==> config.mk <==
export PLATFORM = sky130hd
export DESIGN_NAME = pool_seq_ctrl
export DESIGN_NICKNAME = d
export VERILOG_FILES = /design/src/rtl/pool_seq_ctrl.sv
export SDC_FILE = /design/constraint.sdc
export NUM_CORES = 1
export LEC_CHECK = 0
export ABC_CLOCK_PERIOD_IN_PS = 5400
export BUFFER_PORTS_ARGS = -buffer_cell sky130_fd_sc_hd__clkbuf_2
export CAP_MARGIN = 20
export CORE_UTILIZATION = 45
export DETAILED_ROUTE_END_ITERATION = 12
export PLACE_DENSITY_LB_ADDON = 0.25
export SLEW_MARGIN = 20
export SYNTH_ARGS = -nofsm -noshare
export SYNTH_HDL_FRONTEND = slang
export SYNTH_SLANG_ARGS = --single-unit
==> constraint.sdc <==
create_clock -name i_clk -period 5.4 [get_ports i_clk]
set_clock_uncertainty 0.15 [all_clocks]
set_input_delay 0.81 -clock i_clk [delete_from_list [all_inputs] [get_ports i_clk]]
set_output_delay 0.81 -clock i_clk [all_outputs]
set_load 0.01 [all_outputs]
==> src/rtl/pool_seq_ctrl.sv <==
// Sequencer for the 2x2 stride-2 max-pool stage: walks channel/row/column, fetches each
// window over four read cycles, writes the signed max, and drives the cycle-counter start/done.
module pool_seq_ctrl #(
  parameter int unsigned IMG_W  = 32,
  parameter int unsigned IMG_H  = 32,
  parameter int unsigned CH     = 3,
  parameter int unsigned DATA_W = 8,
  parameter int unsigned ADDR_W = 16
) (
  input  logic                     i_clk,
  input  logic                     i_rst,
  input  logic                     i_go,
  output logic                     o_in_rd_en,
  output logic [ADDR_W-1:0]        o_in_rd_addr,
  input  logic signed [DATA_W-1:0] i_in_rd_data,
  output logic                     o_out_wr_en,
  output logic [ADDR_W-1:0]        o_out_wr_addr,
  output logic signed [DATA_W-1:0] o_out_wr_data,
  output logic                     o_start,
  output logic                     o_done
);

  localparam int unsigned XN = IMG_W / 2;
  localparam int unsigned RN = IMG_H / 2;
  localparam int unsigned XW = (XN > 1) ? $clog2(XN) : 1;
  localparam int unsigned RW = (RN > 1) ? $clog2(RN) : 1;
  localparam int unsigned CW = (CH > 1) ? $clog2(CH) : 1;

  localparam logic [XW-1:0]     XLast      = XW'(XN - 1);
  localparam logic [RW-1:0]     RLast      = RW'(RN - 1);
  localparam logic [CW-1:0]     CLast      = CW'(CH - 1);
  localparam logic [ADDR_W-1:0] InChStride  = ADDR_W'(IMG_H * IMG_W);
  localparam logic [ADDR_W-1:0] InRowStride = ADDR_W'(IMG_W);
  localparam logic [ADDR_W-1:0] OutChStride = ADDR_W'(RN * XN);
  localparam logic [ADDR_W-1:0] OutRowStride = ADDR_W'(XN);

  typedef enum logic [1:0] {StIdle, StFetch, StWrite, StDone} state_e;

  state_e                   r_state;
  logic [1:0]               r_phase;
  logic [XW-1:0]            r_x;
  logic [RW-1:0]            r_r;
  logic [CW-1:0]            r_c;
  logic signed [DATA_W-1:0] r_acc;
  logic                     r_rd_en;
  logic                     r_wr_en;
  logic                     r_start;
  logic                     r_done;

  logic signed [DATA_W-1:0] w_max;
  logic                     w_last;
  logic [ADDR_W-1:0]        w_in_addr;
  logic [ADDR_W-1:0]        w_out_addr;

  // Operands are both declared signed, so this is a two's-complement compare.
  assign w_max  = (i_in_rd_data > r_acc) ? i_in_rd_data : r_acc;
  assign w_last = (r_x == XLast) && (r_r == RLast) && (r_c == CLast);

  // {r, p[1]} is the input row 2r+p[1]; {x, p[0]} is the input column 2x+p[0].
  assign w_in_addr  = ADDR_W'(r_c) * InChStride
                    + ADDR_W'({r_r, r_phase[1]}) * InRowStride
                    + ADDR_W'({r_x, r_phase[0]});
  assign w_out_addr = ADDR_W'(r_c) * OutChStride + ADDR_W'(r_r) * OutRowStride + ADDR_W'(r_x);

  always_ff @(posedge i_clk) begin
    if (i_rst) begin
      r_state <= StIdle;
      r_phase <= 2'd0;
      r_x     <= '0;
      r_r     <= '0;
      r_c     <= '0;
      r_acc   <= '0;
      r_rd_en <= 1'b0;
      r_wr_en <= 1'b0;
      r_start <= 1'b0;
      r_done  <= 1'b0;
    end else begin
      case (r_state)
        StIdle, StDone: begin
          if (i_go) begin
            r_state <= StFetch;
            r_phase <= 2'd0;
            r_x     <= '0;
            r_r     <= '0;
            r_c     <= '0;
            r_rd_en <= 1'b1;
            r_wr_en <= 1'b0;
            r_start <= 1'b1;
            r_done  <= 1'b0;
          end
        end
        StFetch: begin
          r_phase <= r_phase + 2'd1;
          // Data returned this cycle belongs to the previous phase.
          if (r_phase == 2'd1) begin
            r_acc <= i_in_rd_data;
          end else if (r_phase[1]) begin
            r_acc <= w_max;
          end
          if (r_phase == 2'd3) begin
            r_state <= StWrite;
            r_rd_en <= 1'b0;
            r_wr_en <= 1'b1;
          end
        end
        StWrite: begin
          r_wr_en <= 1'b0;
          if (r_x == XLast) begin
            r_x <= '0;
            if (r_r == RLast) begin
              r_r <= '0;
              r_c <= r_c + CW'(1);
            end else begin
              r_r <= r_r + RW'(1);
            end
          end else begin
            r_x <= r_x + XW'(1);
          end
          if (w_last) begin
            r_state <= StDone;
            r_done  <= 1'b1;
          end else begin
            r_state <= StFetch;
            r_rd_en <= 1'b1;
          end
        end
        default: r_state <= StIdle;
      endcase
    end
  end

  assign o_in_rd_en    = r_rd_en;
  assign o_in_rd_addr  = r_rd_en ? w_in_addr : '0;
  assign o_out_wr_en   = r_wr_en;
  assign o_out_wr_addr = r_wr_en ? w_out_addr : '0;
  assign o_out_wr_data = r_wr_en ? w_max : '0;
  assign o_start       = r_start;
  assign o_done        = r_done;

endmodule

==> results by group, run 1 <==
Yosys
  – Commonest cells in the netlist: dfxtp_1, nand2b_1, and2_1, ha_1, inv_1
  – Post-synth EDFFs: 0
  – Most numerous cell in the Yosys netlist: dfxtp_1
  – Post-Synth Simple-Gate Area: 27.26%
  – Register area share after synthesis: 25.95%
  – Flops & latches, synth: 26
  – Cell taking the most area after synthesis: dfxtp_1
  – Mux contribution to synthesized area: 5.989%
  – Fraction of the mapped netlist area in compound gates: 19.21%
  – Synth Cell Area: 0.002006 mm²
  – Top cells by area in the synthesized netlist: dfxtp_1, ha_1, nand2b_1
  – Synth top area share: 25.95%
  – Synth unique cells: 42
  – Yosys warns: 0
  – Largest family of logic cells by synthesized area: simple AND/OR/NAND/NOR gates
  – XOR/XNOR Fraction of Synth Area: 2.183%
  – Synth Area in Adders: 10.61%
  – Post-Syn Area per Cell: 8.153 µm²
  – Post-synth top flop: dfxtp_1
  – Gate Count Post-Synth: 246
  – Fraction of registers with async set/reset: 0%

STA
  – RSZ-0062 raised after global routing: false
  – Fin Hold WS: 328.6 ps
  – F_max: 0.2800 GHz
  – Final Hold Vio Count: 0
  – Final min period: 3571 ps
  – Setup violators final: 0
  – Fin crit share: 66.13%
  – Rel. slew slack: 44.99%
  – Setup total negative slack: 0 ps
  – Slew Limit Fails: 0
  – Worst-Margin Slew: 824.0 ps

Setup path
  – Crit-path most repeated cell: clkbuf_2
  – WP buf/inv: 2
  – Capturing element type of the critical path: primary output
  – Critical path's top delay family: compound AO/OA/AOI/OAI gates
  – Levels on crit path: 7
  – CP Cell Sequence: clkbuf_2 -> ha_1 -> nand4_2 -> a21oi_1 -> o211ai_1 -> a31oi_1 -> clkbuf_2
  – Setup crit start kind: primary input
  – CP max FO: 7
  – Slowest cell on the critical path: a21oi_1
  – Required time of the worst setup path: 4440 ps
  – CP peak stage delay: 490 ps
  – Worst Path Arrival: 2610 ps
  – R2R depth: 7
  – Worst Setup SP: i_in_rd_data[7]
  – Critical R2R Launch: r_state[0]
  – Crit path kind: primary input to primary output

Routing
  – Drt first pass iters: 4
  – ANT nets after route: 0
  – Initial DRC count: 73
  – Detailed Route WL: 4279 µm
  – DR WL/cell: 12.81 µm
  – Drc violations: 0
  – Vias: 1775
  – Drt via density: 5.314

Clock network
  – # clock sinks: 26
  – Clock buffer count from CTS: 3
  – H-tree depth: 1
  – Number of post-CTS setup repair buffers: 0
  – Hold-fix buffers, CTS: 0
  – CTS tree: yes
  – Clock Latency Late Sink: 280 ps
  – CTS max path bufs: 2
  – Root Driver: clkbuf_8
  – Post-CTS Resized: 0
  – Worst-path clk slew: 90 ps

Min path
  – Min-Delay Path Depth: 2
  – Worst hold-check path type: flop to flop
  – Hold path start: o_start

Place
  – Count of input and output buffers: 44
  – GP Congestion: 0.9216
  – DP Cell Count: 330
  – DP HPWL: 3143 µm

Die
  – Die height: 68.76 µm
  – Core box area: 0.004144 mm²
  – Chip Width: 68.76 µm
  – Initial Utilization: 48.40%
  – I/O pin total: 55
  – Cell Rows: 23
  – Die area: 0.004728 mm²

Global routing
  – First-pass GRT wire length: 6527 µm
  – Grt ovf: 0
  – GRT Util Overall: 18.23%
  – Vias in the first global route: 1374
  – Antenna violations before repair: 0
  – Largest net degree at the start of global routing: 35

Layout
  – Ant. Diodes: 0
  – Final nets: 313
  – Area Overhead vs Synth: 13.91%
  – Layout cell share with drive strength beyond 1: 20.07%
  – Final Instance Count excl. Fillers: 334

Pwr
  – Static power due to leakage: 0.9263 nW
  – PD cells: 208.9 mW/mm²
  – Worst vdd rail ir drop: 113.1 µV

Outcome
  – Status: finished, final reports clean

Run
  – MaxCap Viol Count: 0
## registers in the layout, summed over array words and instances, names as in the netlist, 2 cells and up
register,flops
r_c,2
r_phase,2
r_acc,8
r_r,4
r_x,4
r_state,2
## layer usage
layer  part of all wire (%)  track usage (%)  up-vias
li1                       -                -      934
met1                     52            27.63      800
met2                     44            26.72       41
met3                    3.5            3.454        0
met4                      0            3.061        0
met5                      0                0        -
## path summary, 6_finish.rpt
| check | end | slack, ps |
|---|---|---|
| setup reg to reg | r_c[0] | 3100 |
| hold reg to reg | o_start | 330 |
| setup / recovery | o_out_wr_data[2] | 1830 |
| hold / removal | o_start | 330 |
## layout by cell type (no fill, tap or decap), types with 4 or more instances in the layout
| cell | count |
|---|---|
| nor2b_1 | 5 |
| nor3_1 | 7 |
| clkbuf_2 | 44 |
| o221ai_1 | 7 |
| inv_1 | 17 |
| and2_1 | 18 |
| conb_1 | 10 |
| nand2b_1 | 21 |
| o211ai_1 | 8 |
| mux2i_1 | 12 |
| nand4_1 | 9 |
| nand3_1 | 5 |
| dfxtp_1 | 26 |
| nand2_1 | 8 |
| a31oi_1 | 8 |
| o21ai_0 | 4 |
| a21oi_1 | 11 |
| nor2_1 | 16 |
| ha_1 | 17 |
## cells by family (layout without fill, tap and decap cells)
family                   count (synthesis)  count (layout)
AO/OA/AOI/OAI                           52              52
multiplexers                            12              12
other                                    1              10
AND/OR/NAND/NOR                         97              97
flip-flops                              26              26
adder cells (fa/ha/maj)                 17              17
XOR/XNOR                                 5               5
buffers and inverters                   36              65
## stage by stage
stage	instance area, µm²	worst slack, ps	util [%]	total power (W)
2_1_floorplan	2039	2170	-	0.0002943
3_3_place_gp	2213	1842	53.41	0.0003185
3_5_place_dp	2213	1859	53.41	0.0003192
4_1_cts	2285	1852	55.13	0.0004834
5_1_grt	2285	1731	55.13	0.0005037
6_report	2285	1829	55.13	0.0004773
## worst min-delay path, delay by kind of cell, from the launching register on
family           cells  cell delay [ps]
AND/OR/NAND/NOR      1               70
AO/OA/AOI/OAI        1               40
flip-flops           1              340
## where the power goes
part	switching [W]	total, W	internal (W)
logic	0.0000648	0.000107	0.0000422
clock network	0.0000628	0.000162	0.0000992
registers	0.00000910	0.000208	0.000199
## layout make-up
type	instances	area (µm²)
fillers	391	1859
multi-input cells	193	1346
flip-flops and latches	26	520.5
repair buffers	44	220.2
inverters	17	63.81
well taps	50	62.56
clock buffers	3	41.29
clock inverters	1	30.03
No activity file was read; power rests on OpenSTA's default activity.
==> run 2, diff against run 1 <==
--- a/config.mk
+++ b/config.mk
@@ -5,7 +5,8 @@
 export SDC_FILE = /design/constraint.sdc
 export NUM_CORES = 1
 export LEC_CHECK = 0
-export ABC_CLOCK_PERIOD_IN_PS = 5400
+export ABC_AREA = 1
+export ABC_CLOCK_PERIOD_IN_PS = 3000
 export BUFFER_PORTS_ARGS = -buffer_cell sky130_fd_sc_hd__clkbuf_2
 export CAP_MARGIN = 20
 export CORE_UTILIZATION = 45
==> constraint.sdc (replaced) <==
create_clock -name i_clk -period 3 [get_ports i_clk]
set_clock_uncertainty 0.15 [all_clocks]
set_input_delay 0.45 -clock i_clk [delete_from_list [all_inputs] [get_ports i_clk]]
set_output_delay 0.45 -clock i_clk [all_outputs]
set_load 0.01 [all_outputs]
==> run 2 against run 1 <==
Effect of this change: total power rose by 89%; global-route usage is 0.55 points higher; critical path depth grew 4; combinational power increased to 2.5 times the previous value; core utilization shrank 1.1 points; first-iteration DRC count up 33%; flip-flop and latch count did not move; via count rose by 7.3%; clock power up 41%; register-to-register slack got worse by 2200 ps; critical path type is now flop to primary output; highest routed layer is now met4.
==> results by group, run 2 <==
Outcome
  – Status: finished, final reports clean (unchanged)

Clock network
  – # clock sinks: 26 (unchanged)
  – CTS tree: yes (unchanged)
  – H-tree depth: 1 (unchanged)
  – Clock Latency Late Sink: 270 ps (was 280 ps)
  – Number of post-CTS setup repair buffers: 0 (unchanged)
  – CTS max path bufs: 2 (unchanged)
  – Worst-path clk slew: 90 ps (about the same)
  – Clock buffer count from CTS: 3 (unchanged)
  – Root Driver: clkbuf_8 (unchanged)

Die
  – Die area: 0.004539 mm² (was 0.004728 mm²)
  – Die height: 67.37 µm (was 68.76 µm)
  – Cell Rows: 23 (unchanged)
  – Initial Utilization: 47.39% (was 48.40%)
  – Chip Width: 67.37 µm (was 68.76 µm)
  – I/O pin total: 55 (unchanged)
  – Core box area: 0.004058 mm² (was 0.004144 mm²)

Setup path
  – Required time of the worst setup path: 2400 ps (was 4440 ps)
  – CP peak stage delay: 350 ps (was 490 ps)
  – CP Cell Sequence: inv_1 -> ha_1 -> nand2_1 -> nor2_2 -> nand2_1 -> nand2_1 -> nand2_2 -> nand3_4 -> nand2_1 -> a21oi_1 -> clkbuf_2 (was clkbuf_2 -> ha_1 -> nand4_2 -> a21oi_1 -> o211ai_1 -> a31oi_1 -> clkbuf_2)
  – Worst R2R End: r_acc[7] (was r_c[0])
  – R2R depth: 14 (was 7)
  – Worst Path Arrival: 2170 ps (was 2610 ps)
  – CP max FO: 9 (was 7)
  – Critical R2R Launch: r_acc[7] (was r_state[0])
  – Capturing element type of the critical path: primary output (unchanged)
  – Setup crit start kind: flop (was primary input)
  – Slowest cell on the critical path: dfxtp_2 (was a21oi_1)
  – Reg2reg setup slack: 920 ps (was 3100 ps)
  – Crit-path most repeated cell: nand2_1 (was clkbuf_2)
  – Crit path kind: flop to primary output (was primary input to primary output)

Layout
  – Most used cells in the layout excluding fill and tap cells: nand2_1, inv_1, clkbuf_2, a21oi_1, dfxtp_1 (was clkbuf_2, dfxtp_1, nand2b_1, and2_1)
  – Area Overhead vs Synth: 13.99% (was 13.91%)
  – Final nets: 366 (was 313)
  – Commonest non-fill, non-tap cell in the layout: nand2_1 (was clkbuf_2)
  – Ant. Diodes: 0 (unchanged)
  – Layout cell share with drive strength beyond 1: 18.10% (was 20.07%)
  – Max FFs per register: 8 (unchanged)
  – Biggest register: r_acc (unchanged)
  – Layout Cell Area excl Fill: 0.002192 mm² (was 0.002285 mm²)
  – Largest registers: r_acc (8), r_r (4), r_x (4) (unchanged)

Routing
  – Vias: 1904 (was 1775)
  – Detailed Route WL: 4056 µm (was 4279 µm)
  – DR WL/cell: 10.48 µm (was 12.81 µm)
  – Drt first pass iters: 4 (unchanged)
  – ANT nets after route: 0 (unchanged)
  – Drt via density: 4.920 (was 5.314)
  – Initial DRC count: 97 (was 73)
  – Drc violations: 0 (unchanged)

Place
  – Area post-placement: 0.002128 mm² (was 0.002213 mm²)
  – Count of input and output buffers: 44 (unchanged)
  – Place WS: 333.2 ps (was 1859 ps)
  – GP Congestion: 0.8663 (was 0.9216)
  – DP HPWL: 3089 µm (was 3143 µm)

Yosys
  – Gate Count Post-Synth: 298 (was 246)
  – Post-synth EDFFs: 0 (unchanged)
  – Register area share after synthesis: 27.07% (was 25.95%)
  – Synth top area share: 27.07% (was 25.95%)
  – Post-Synth Simple-Gate Area: 30.71% (was 27.26%)
  – Most numerous cell in the Yosys netlist: nand2_1 (was dfxtp_1)
  – Commonest cells in the netlist: nand2_1, inv_1, a21oi_1, dfxtp_1, nor2_1 (was dfxtp_1, nand2b_1, and2_1, ha_1, inv_1)
  – Synth Cell Area: 0.001923 mm² (was 0.002006 mm²)
  – Flops & latches, synth: 26 (unchanged)
  – Top cells by area in the synthesized netlist: dfxtp_1, nand2_1, ha_1 (was dfxtp_1, ha_1, nand2b_1)
  – Fraction of registers with async set/reset: 0% (unchanged)
  – XOR/XNOR Fraction of Synth Area: 1.366% (was 2.183%)
  – Yosys warns: 0 (unchanged)
  – Largest family of logic cells by synthesized area: simple AND/OR/NAND/NOR gates (unchanged)
  – Post-synth top flop: dfxtp_1 (unchanged)
  – Post-Syn Area per Cell: 6.453 µm² (was 8.153 µm²)
  – Cell taking the most area after synthesis: dfxtp_1 (unchanged)
  – Synth Area in Adders: 11.06% (was 10.61%)
  – Fraction of the mapped netlist area in compound gates: 12.69% (was 19.21%)
  – Synth unique cells: 31 (was 42)
  – Mux contribution to synthesized area: 0% (was 5.989%)

STA
  – Final Hold Vio Count: 0 (unchanged)
  – RSZ-0062 raised after global routing: false (unchanged)
  – Fin Hold WS: 309.7 ps (was 328.6 ps)
  – Worst-Margin Slew: 499.7 ps (was 824.0 ps)
  – Final min period: 2769 ps
  – Setup violators final: 0 (unchanged)
  – F_max: 0.3612 GHz
  – Setup total negative slack: 0 ps (unchanged)
  – Setup ws final: 231.3 ps (was 1829 ps)
  – Rel. slew slack: 66.64% (was 44.99%)
  – Slew Limit Fails: 0 (unchanged)
  – Fin crit share: 92.29%

Pwr
  – PD cells: 412.6 mW/mm² (was 208.9 mW/mm²)
  – Static power due to leakage: 1.230 nW (was 0.9263 nW)
  – Final Power: 0.0009044 W (was 0.0004773 W)
  – Worst vdd rail ir drop: 212.4 µV (was 113.1 µV)

Min path
  – Hold path start: o_done (was o_start)
  – Min-Delay Path Depth: 2 (unchanged)
  – Worst hold-check path type: flop to flop (unchanged)
  – Hold EP: o_done (was o_start)

Global routing
  – GRT Util Overall: 18.78% (was 18.23%)
  – First-pass GRT wire length: 6582 µm (was 6527 µm)
  – Vias in the first global route: 1484 (was 1374)
  – Antenna violations before repair: 0 (unchanged)
  – Largest net degree at the start of global routing: 22 (was 35)
  – Grt ovf: 0 (unchanged)

Run
  – MaxCap Viol Count: 0 (unchanged)
## run 2: cell types whose count changed after synthesis, moves of 12 or more
cell	delta
nand2_1	+70
inv_1	+38
nand2b_1	-21
and2_1	-18
a21oi_1	+16
mux2i_1	-12
## run 2: how the worst max path moves through the flow
stage	startpoint	end	slack (ps)	depth (start not counted)
after floorplan	i_in_rd_data[7]	o_out_wr_data[0]	690	10
after global placement	i_in_rd_data[7]	o_out_wr_data[2]	420	12
after detailed placement	i_in_rd_data[7]	o_out_wr_data[4]	330	12
after CTS	r_acc[7]	o_out_wr_data[4]	190	12
after global routing	r_acc[7]	o_out_wr_data[0]	60	12
final	r_acc[7]	o_out_wr_data[1]	230	11
## run 2: where the power goes
group | leakage, nW | internal, W | total [W] | switching, W
sequential | 0.211 | 0.000368 | 0.000405 | 0.0000371
combinational | 0.990 | 0.0000905 | 0.000271 | 0.000181
clock | 0.0288 | 0.000117 | 0.000228 | 0.000111
## run 2: layout make-up
class,count,area (µm²)
flip-flops and latches,26,521.8
repair buffers,44,220.2
multi-input cells,206,1119
clock buffers,4,55.05
inverters,57,214.0
fillers,431,1866
well taps,50,62.56
## run 2: worst max-delay path: cells and delay by family, from the launching register on
kind	cells	cell delay, ps
and+or+nand+nor	7	840
DFF	1	350
adders and majority gates	1	350
buffers and inverters	2	210
AOI/OAI and AO/OA	1	150
## run 2: logic make-up (layout without fill, tap and decap cells)
logic type,after synthesis,after routing
xor gates and xnor gates,3,3
buffers and inverters,75,105
adders and majority gates,17,17
AOI/OAI and AO/OA,43,43
and+or+nand+nor,133,133
DFF,26,26
other,1,10
## run 2: per-layer routing
layer / part of all wire, % / wire, µm / GRT usage, %
met5: 0 / 0 / 0
met4: 0.62 / 25 / 3.191
met2: 46 / 1884 / 32.63
met1: 48 / 1938 / 25.13
met3: 5.1 / 207 / 2.027
## run 2: through the flow
stage / util [%] / std cells
after detailed placement: 52.45 / 383
after floorplan: - / 307
final: 54.02 / 387
after global routing: 54.02 / 387
after global placement: 52.45 / 383
after CTS: 53.81 / 387
## run 2: what timing repair did
item                       4_1_cts  5_1_grt
hold buffers                     0        0
setup endpoints to repair        0        7
hold endpoints to repair         0        0
gates resized for setup          0        2
